===== config.mk =====
export PLATFORM = sky130hd
export DESIGN_NAME = seq_multiplier
export DESIGN_NICKNAME = d
export VERILOG_FILES = /design/src/rtl/mult_pkg.sv /design/src/rtl/seq_mult_core.sv /design/src/rtl/seq_multiplier.sv
export SDC_FILE = /design/constraint.sdc
export NUM_CORES = 1
export LEC_CHECK = 0
export BUFFER_PORTS_ARGS = -buffer_cell sky130_fd_sc_hd__buf_2
export CAP_MARGIN = 30
export CORE_ASPECT_RATIO = 0.5
export CORE_MARGIN = 3
export CORE_UTILIZATION = 41
export DETAILED_ROUTE_END_ITERATION = 6
export PLACE_DENSITY = 0.6
export SLEW_MARGIN = 40
export SYNTH_ARGS = -nofsm -noshare
export SYNTH_HDL_FRONTEND = slang
export SYNTH_SLANG_ARGS = --single-unit

===== constraint.sdc =====
create_clock -name clk -period 4.1 [get_ports clk]
set_input_delay 0.82 -clock clk [delete_from_list [all_inputs] [get_ports clk]]
set_output_delay 0.82 -clock clk [all_outputs]
set_load 0.1 [all_outputs]

===== src/rtl/mult_pkg.sv =====
// Shared definitions for the sequential shift-add multiplier.
// FSM state encoding and default operand width.
package mult_pkg;

    localparam int DEF_WIDTH = 8;

    typedef enum logic [1:0] {
        IDLE = 2'd0,
        CALC = 2'd1,
        SIGN = 2'd2
    } state_t;

endpackage


===== src/rtl/seq_mult_core.sv =====
// Unsigned shift-add datapath: one partial product per step.
// Loaded with operand magnitudes; the control FSM lives in the top.
module seq_mult_core #(
    parameter int WIDTH = 8
) (
    input  logic               clk,
    input  logic               rst,
    input  logic               load,
    input  logic               step,
    input  logic [WIDTH-1:0]   a,
    input  logic [WIDTH-1:0]   b,
    output logic [2*WIDTH-1:0] acc,
    output logic               last
);

    localparam int CNT_W = $clog2(WIDTH + 1);

    logic [WIDTH-1:0]   mcand;
    logic [WIDTH-1:0]   mplier;
    logic [CNT_W-1:0]   cnt;
    logic [2*WIDTH-1:0] addend;

    assign addend = {{WIDTH{1'b0}}, mcand} << cnt;
    assign last   = (cnt == CNT_W'(WIDTH - 1));

    always_ff @(posedge clk) begin
        if (rst) begin
            mcand  <= '0;
            mplier <= '0;
            acc    <= '0;
            cnt    <= '0;
        end else if (load) begin
            mcand  <= a;
            mplier <= b;
            acc    <= '0;
            cnt    <= '0;
        end else if (step) begin
            if (mplier[0]) begin
                acc <= acc + addend;
            end
            mplier <= mplier >> 1;
            cnt    <= cnt + 1'b1;
        end
    end

endmodule


===== src/rtl/seq_multiplier.sv =====
// Sequential signed/unsigned multiplier with start/busy/done handshake.
// Magnitudes go through the unsigned core; the sign is applied at the end.
module seq_multiplier
    import mult_pkg::*;
#(
    parameter int WIDTH = DEF_WIDTH
) (
    input  logic               clk,
    input  logic               rst,
    input  logic               start,
    input  logic               is_signed,
    input  logic [WIDTH-1:0]   x,
    input  logic [WIDTH-1:0]   y,
    output logic               busy,
    output logic               done,
    output logic [2*WIDTH-1:0] z
);

    state_t             state;
    logic               sign;
    logic [WIDTH-1:0]   mag_x;
    logic [WIDTH-1:0]   mag_y;
    logic [2*WIDTH-1:0] acc;
    logic               last;
    logic               load;
    logic               step;

    // The most negative value negates to itself, which reads correctly as unsigned
    assign mag_x = (is_signed && x[WIDTH-1]) ? -x : x;
    assign mag_y = (is_signed && y[WIDTH-1]) ? -y : y;
    assign load  = (state == IDLE) && start;
    assign step  = (state == CALC);

    seq_mult_core #(
        .WIDTH(WIDTH)
    ) u_core (
        .clk (clk),
        .rst (rst),
        .load(load),
        .step(step),
        .a   (mag_x),
        .b   (mag_y),
        .acc (acc),
        .last(last)
    );

    always_ff @(posedge clk) begin
        if (rst) begin
            state <= IDLE;
            busy  <= 1'b0;
            done  <= 1'b0;
            z     <= '0;
            sign  <= 1'b0;
        end else begin
            done <= 1'b0;
            unique case (state)
                IDLE: begin
                    if (start) begin
                        sign  <= is_signed & (x[WIDTH-1] ^ y[WIDTH-1]);
                        busy  <= 1'b1;
                        state <= CALC;
                    end
                end
                CALC: begin
                    if (last) begin
                        state <= SIGN;
                    end
                end
                SIGN: begin
                    z     <= sign ? -acc : acc;
                    done  <= 1'b1;
                    busy  <= 1'b0;
                    state <= IDLE;
                end
                default: begin
                    busy  <= 1'b0;
                    state <= IDLE;
                end
            endcase
        end
    end

endmodule


### After elaboration in Yosys (flattened, before gate mapping)

Index checks and enable logic that the tools add are counted.
W data, S select, Z words.

* register bits: 57
* input bits: 20
* word-level logic and storage cells: 44
* output and inout bits: 18

* reductions and logical operators: 10
* shift operators: 1
* muxes and demuxes: 11
* bitwise operators: 3
* $add $sub $neg: 5
* equal/unequal tests: 5

Operators by type and width (number)
* $mux W8: 4
* $add A16 B16 Y16: 1
* $mux W16: 1
* $neg A16 Y16: 1
* $neg A8 Y8: 2
* $shl A8 B4 Y16: 1
* $reduce_and A2 Y1: 4
* $add A4 B1 Y4 const B: 1
* $eq A4 B3 Y1 const B: 1
* $mux W2: 2
* $ne A2 B2 Y1 const B: 2
* $pmux W2 S2: 1
* $logic_and A1 B1 Y1: 3
* $eq A2 B1 Y1 const B: 1
* $eq A2 B2 Y1 const B: 1
* $logic_not A2 Y1: 1
* $mux W1: 2
* $pmux W1 S2: 1
* $reduce_bool A2 Y1: 1
* $reduce_or A2 Y1: 1
* $and A1 B1 Y1: 1
* $not A1 Y1: 1
* $xor A1 B1 Y1: 1

### Depth between registers and ports, before layout

* depth in word-level cells: 3
* mapped depth: 15
* gate-level depth less buffers: 14

### Cells and area by module

A second synthesis with hierarchy kept.

* cells, all modules: 483
* area, all modules: 3867.5 µm²

By module, submodules not included
* seq_mult_core: cells each 318, times used 1, sequential area each 720.7 µm², area each 2524.9 µm²
* seq_multiplier: cells each 165, times used 1, sequential area each 420.4 µm², area each 1342.5 µm²

### Worst setup path before layout

No wires, ideal clock.

* kind: register to register
* start point: register u_core.cnt[0]
* end point: register u_core.acc[15]
* data arrival time: 2882 ps
* setup time: 71 ps
* path slack: 1148 ps
* stages on the path, launching flop included: 16
* clock period less this slack: 2952 ps
* required time: 4029 ps
* path buffers: 2
* cells stage by stage: dfxtp_1 -> buf_2 -> mux2_2 -> nor2_1 -> a21oi_1 -> a32oi_1 -> o22ai_1 -> ha_1 -> clkbuf_1 -> a21o_1 -> a21oi_1 -> o21ai_0 -> o21ai_0 -> xnor2_1 -> or3_1 -> a21oi_1

* longest elaborated chain between the ends: 2

RTL lines
* start: declaration: RTL line seq_mult_core.sv:20 `logic [CNT_W-1:0] cnt;`
* start signal: assignment: RTL line seq_mult_core.sv:42 `cnt <= cnt + 1'b1;`
* $shl A8 B4 Y16: RTL line seq_mult_core.sv:23 `assign addend = {{WIDTH{1'b0}}, mcand} << cnt;`
* $add A16 B16 Y16: RTL line seq_mult_core.sv:39 `acc <= acc + addend;`
* end signal: assignment: RTL line seq_mult_core.sv:39
* end: declaration: RTL line seq_mult_core.sv:12 `output logic [2*WIDTH-1:0] acc,`

Every way passes these cells.
A chain may end at the register's enable or synchronous reset.

### Worst setup path in the final report

Same ends and word-level chain as after synthesis.

==> results_dict.tcl <==
set metrics [dict create \
    fin_hold_ws_ps 465 \
    htree_num_levels 3 \
    finalCritPeriodShare 0.830 \
    cts_resized 0 \
    clkPwrFrac 0.521 \
    min_period_ps 3400 \
    crit_path_start_kind "flip-flop" \
    cp_num_buf_inv 1 \
    rsz0062_at_grt "false" \
    min-delay-start "z[0]$_SDFFE_PP0P_" \
    holdBufCountCts 0 \
    stdcell_count 612 \
    cp_slowest_cell "dfxtp_1" \
    port_buffers 37 \
    netlist_area_mm2 0.00370 \
    yosysWarnings 0 \
    core_mm2 0.00837 \
    p_int_w 0.00120 \
    seqPwrFrac 0.373 \
    yosys.cell_types.count 53 \
    post-cts-setup-buffers 0 \
    final_hold_viol_count 0 \
    r2r_cells 11 \
    overflow 0 \
    combPwrFrac 0.106 \
    ctsLongestPathBuffers 2 \
    holdPathEnd "z[0]$_SDFFE_PP0P_" \
    n_antenna_cell 0 \
    hold_class "flip-flop to flip-flop" \
    worst-path-stages 11 \
    ff2ff_setup_slack_ps 700 \
    num_io_pins 38 \
    path_delay_family "compound AO/OA/AOI/OAI gates" \
    worstSetupPathType "flip-flop to flip-flop" \
    vias 3293 \
    max_freq_mhz 294 \
    first_pass_iters 4 \
    detail_route.wirelength_um 8500 \
    synth.top_cell.area_share 0.308 \
    routabilityCongestion 0.902 \
    ys_seq_area_frac 0.308 \
    grt_pass1_vias 3099 \
    switching_share 0.242 \
    maxCapViolCount 0 \
    avgViaCountPerCell 5.38 \
    crit_chain "mux2i_1 > or4_1 > inv_1 > ha_1 > a211oi_1 > o21ai_0 > o311a_1 > o21ai_0 > xnor2_1 > or3_1 > a21oi_1" \
    hold_depth 2 \
    die_w_um 140 \
    power-per-cell-area_mw_per_mm2 372 \
    critPathRequiredTime_ps 4360 \
    synth.largest_area_cell "dfxtp_1" \
    synth_ff_type "dfxtp_1" \
    cts_tree "yes" \
    worst_pin_slew_ps 718 \
    ys_seq_elements 57 \
    rows 23 \
    clockRootBuffer "clkbuf_16" \
    peakVddDrop_v 0.000195 \
    ys_top_cells_by_area "dfxtp_1 (31%), nor2_1 (6.5%), ha_1 (6.4%)" \
    layout.nets 535 \
    synth_nets 510 \
    ys_async_sr_fraction 0 \
    drt-initial-drc-count 193 \
    start_util 0.442 \
    n_fill_cell 832 \
    cts.reportedPaths.clkPinSlew_ps 50 \
    finalSetupTns_ps 0 \
    clock_latency_ps 330 \
    grt_pass1_wl_um 15200 \
    p_switching_w 0.000383 \
    synth_cells 470 \
    synth_most_common_cell "nor2_1" \
    avgSynthCellArea_um2 7.87 \
    grt_usage 0.182 \
    dp_hpwl_um 6330 \
    die_area_mm2 0.0103 \
    dp_cells 596 \
    antenna_found_initial 0 \
    ys_top_cells_by_count "nor2_1 (64), dfxtp_1 (57), nand2_1 (48)" \
    critPathCaptureType "flip-flop" \
    worst_ep_arrival_time_ps 3670 \
    cts_buffers 9 \
    wl_per_cell_um 13.9 \
    status "completed" \
    drtAntennaViolNets 0 \
    clkSinkCount 57 \
    drive_above_1_share 0.130 \
    reg2reg_from "u_core.cnt[0]$_SDFFE_PP0P_" \
    cp_slowest_stage_delay_ps 680 \
    finalMaxSlewViolations 0 \
    p_leak_nw 1.73 \
    syn2layout_area_growth_pct 14.8 \
    drc 0 \
    power.total_w 0.00158 \
    grt_max_degree 40 \
    synth_edf_count 0 \
    cp_max_fo 14 \
    rr_endpoint "u_core.acc[15]$_SDFFE_PP0P_" \
    crit_top_cell "o21ai_0" \
    skew_ps 5.87 \
    slew_headroom 0.522 \
    setup_violations 0 \
    die_h_um 73.2 \
]
==> worst min-delay path, stage by stage, from the launching register on <==
cell	delay [ps]
dfxtp_1	310
nand2_1	50
a21oi_1	50
==> final cells by class <==
type / count / area [um2] / area share
inverter: 14 / 52.6 / 0.0124
sequential: 57 / 1140 / 0.268
clock buffer: 11 / 253 / 0.0595
timing repair buffer: 39 / 200 / 0.0471
tap: 112 / 140 / 0.0330
multi-input combinational: 374 / 2390 / 0.561
clock inverter: 5 / 77.6 / 0.0183
==> through the flow <==
stage / util / setup slack, ps / instance area, um2
6_report: 0.508 / 695 / 4250
2_1_floorplan: - / 1150 / 3700
3_3_place_gp: 0.467 / 812 / 3910
4_1_cts: 0.507 / 729 / 4250
5_1_grt: 0.508 / 398 / 4250
3_5_place_dp: 0.468 / 765 / 3920
==> cell families (layout without fill, tap and decap cells) <==
kind of cell	Yosys count	in the layout	synth area share
mux	18	18	0.0531
xor+xnor	36	36	0.0852
fa+ha+maj	20	20	0.0696
flops	57	57	0.308
compound gates	123	123	0.217
buf+inv	39	69	0.0494
simple gates	177	177	0.218
==> layer usage <==
metal / wire (um) / share of wire / GRT usage / vias to the layer above
met3: 437 / 0.051 / 0.0478 / 8
met2: 3490 / 0.41 / 0.278 / 62
met5: 0 / 0 / 0 / -
met4: 91 / 0.011 / 0.0548 / 0
li1: - / - / - / 1740
met1: 4470 / 0.53 / 0.255 / 1483
==> state kept, by name (all words and copies together), names as in the netlist <==
signal	flops
busy	1
sign	1
done	1
z	16
state	2
u_core.mcand	8
u_core.mplier	8
u_core.cnt	4
u_core.acc	16
==> worst max path at each step <==
stage	endpoint	slack [ps]	from
after floorplan	u_core.acc[15]$_SDFFE_PP0P_	1150	u_core.cnt[0]$_SDFFE_PP0P_
after global placement	u_core.acc[15]$_SDFFE_PP0P_	810	u_core.cnt[0]$_SDFFE_PP0P_
after detailed placement	u_core.acc[15]$_SDFFE_PP0P_	760	u_core.cnt[0]$_SDFFE_PP0P_
after CTS	u_core.acc[15]$_SDFFE_PP0P_	730	u_core.cnt[0]$_SDFFE_PP0P_
after global routing	u_core.acc[15]$_SDFFE_PP0P_	400	u_core.cnt[0]$_SDFFE_PP0P_
final	u_core.acc[15]$_SDFFE_PP0P_	700	u_core.cnt[0]$_SDFFE_PP0P_
==> layout by cell type (no fill, tap or decap), types with 2 or more instances in the layout <==
cell type	n
mux2_2	3
xnor2_1	17
nor3_1	12
clkbuf_16	9
clkbuf_8	2
nor4_1	5
buf_4	2
nor2_1	63
a21oi_1	38
buf_2	37
o22ai_1	3
a21o_1	4
o21a_1	7
xor2_1	19
ha_1	19
bufinv_16	2
a211oi_1	24
nand2_1	48
o31ai_1	5
a222oi_1	3
nand3_1	12
nor2b_1	11
dfxtp_1	57
and2_1	2
a32oi_1	2
nand2b_1	5
inv_1	14
a31oi_1	2
o21ai_0	20
or3_1	5
nand3b_1	2
mux2i_1	14
a311oi_1	2
nand4_1	6
o211ai_1	2
clkinv_2	2
==> power by group through the flow <==
stage | sequential, W | clock [W] | combinational (W)
global placement | 0.000602 | 0 | 0.000166
floorplan | 0.000598 | 0 | 0.000127
global route | 0.000593 | 0.000862 | 0.000192
finish | 0.000591 | 0.000824 | 0.000168
CTS | 0.000590 | 0.000842 | 0.000169
detailed placement | 0.000602 | 0 | 0.000168
Note: power is estimated with default switching activity, not from simulation.
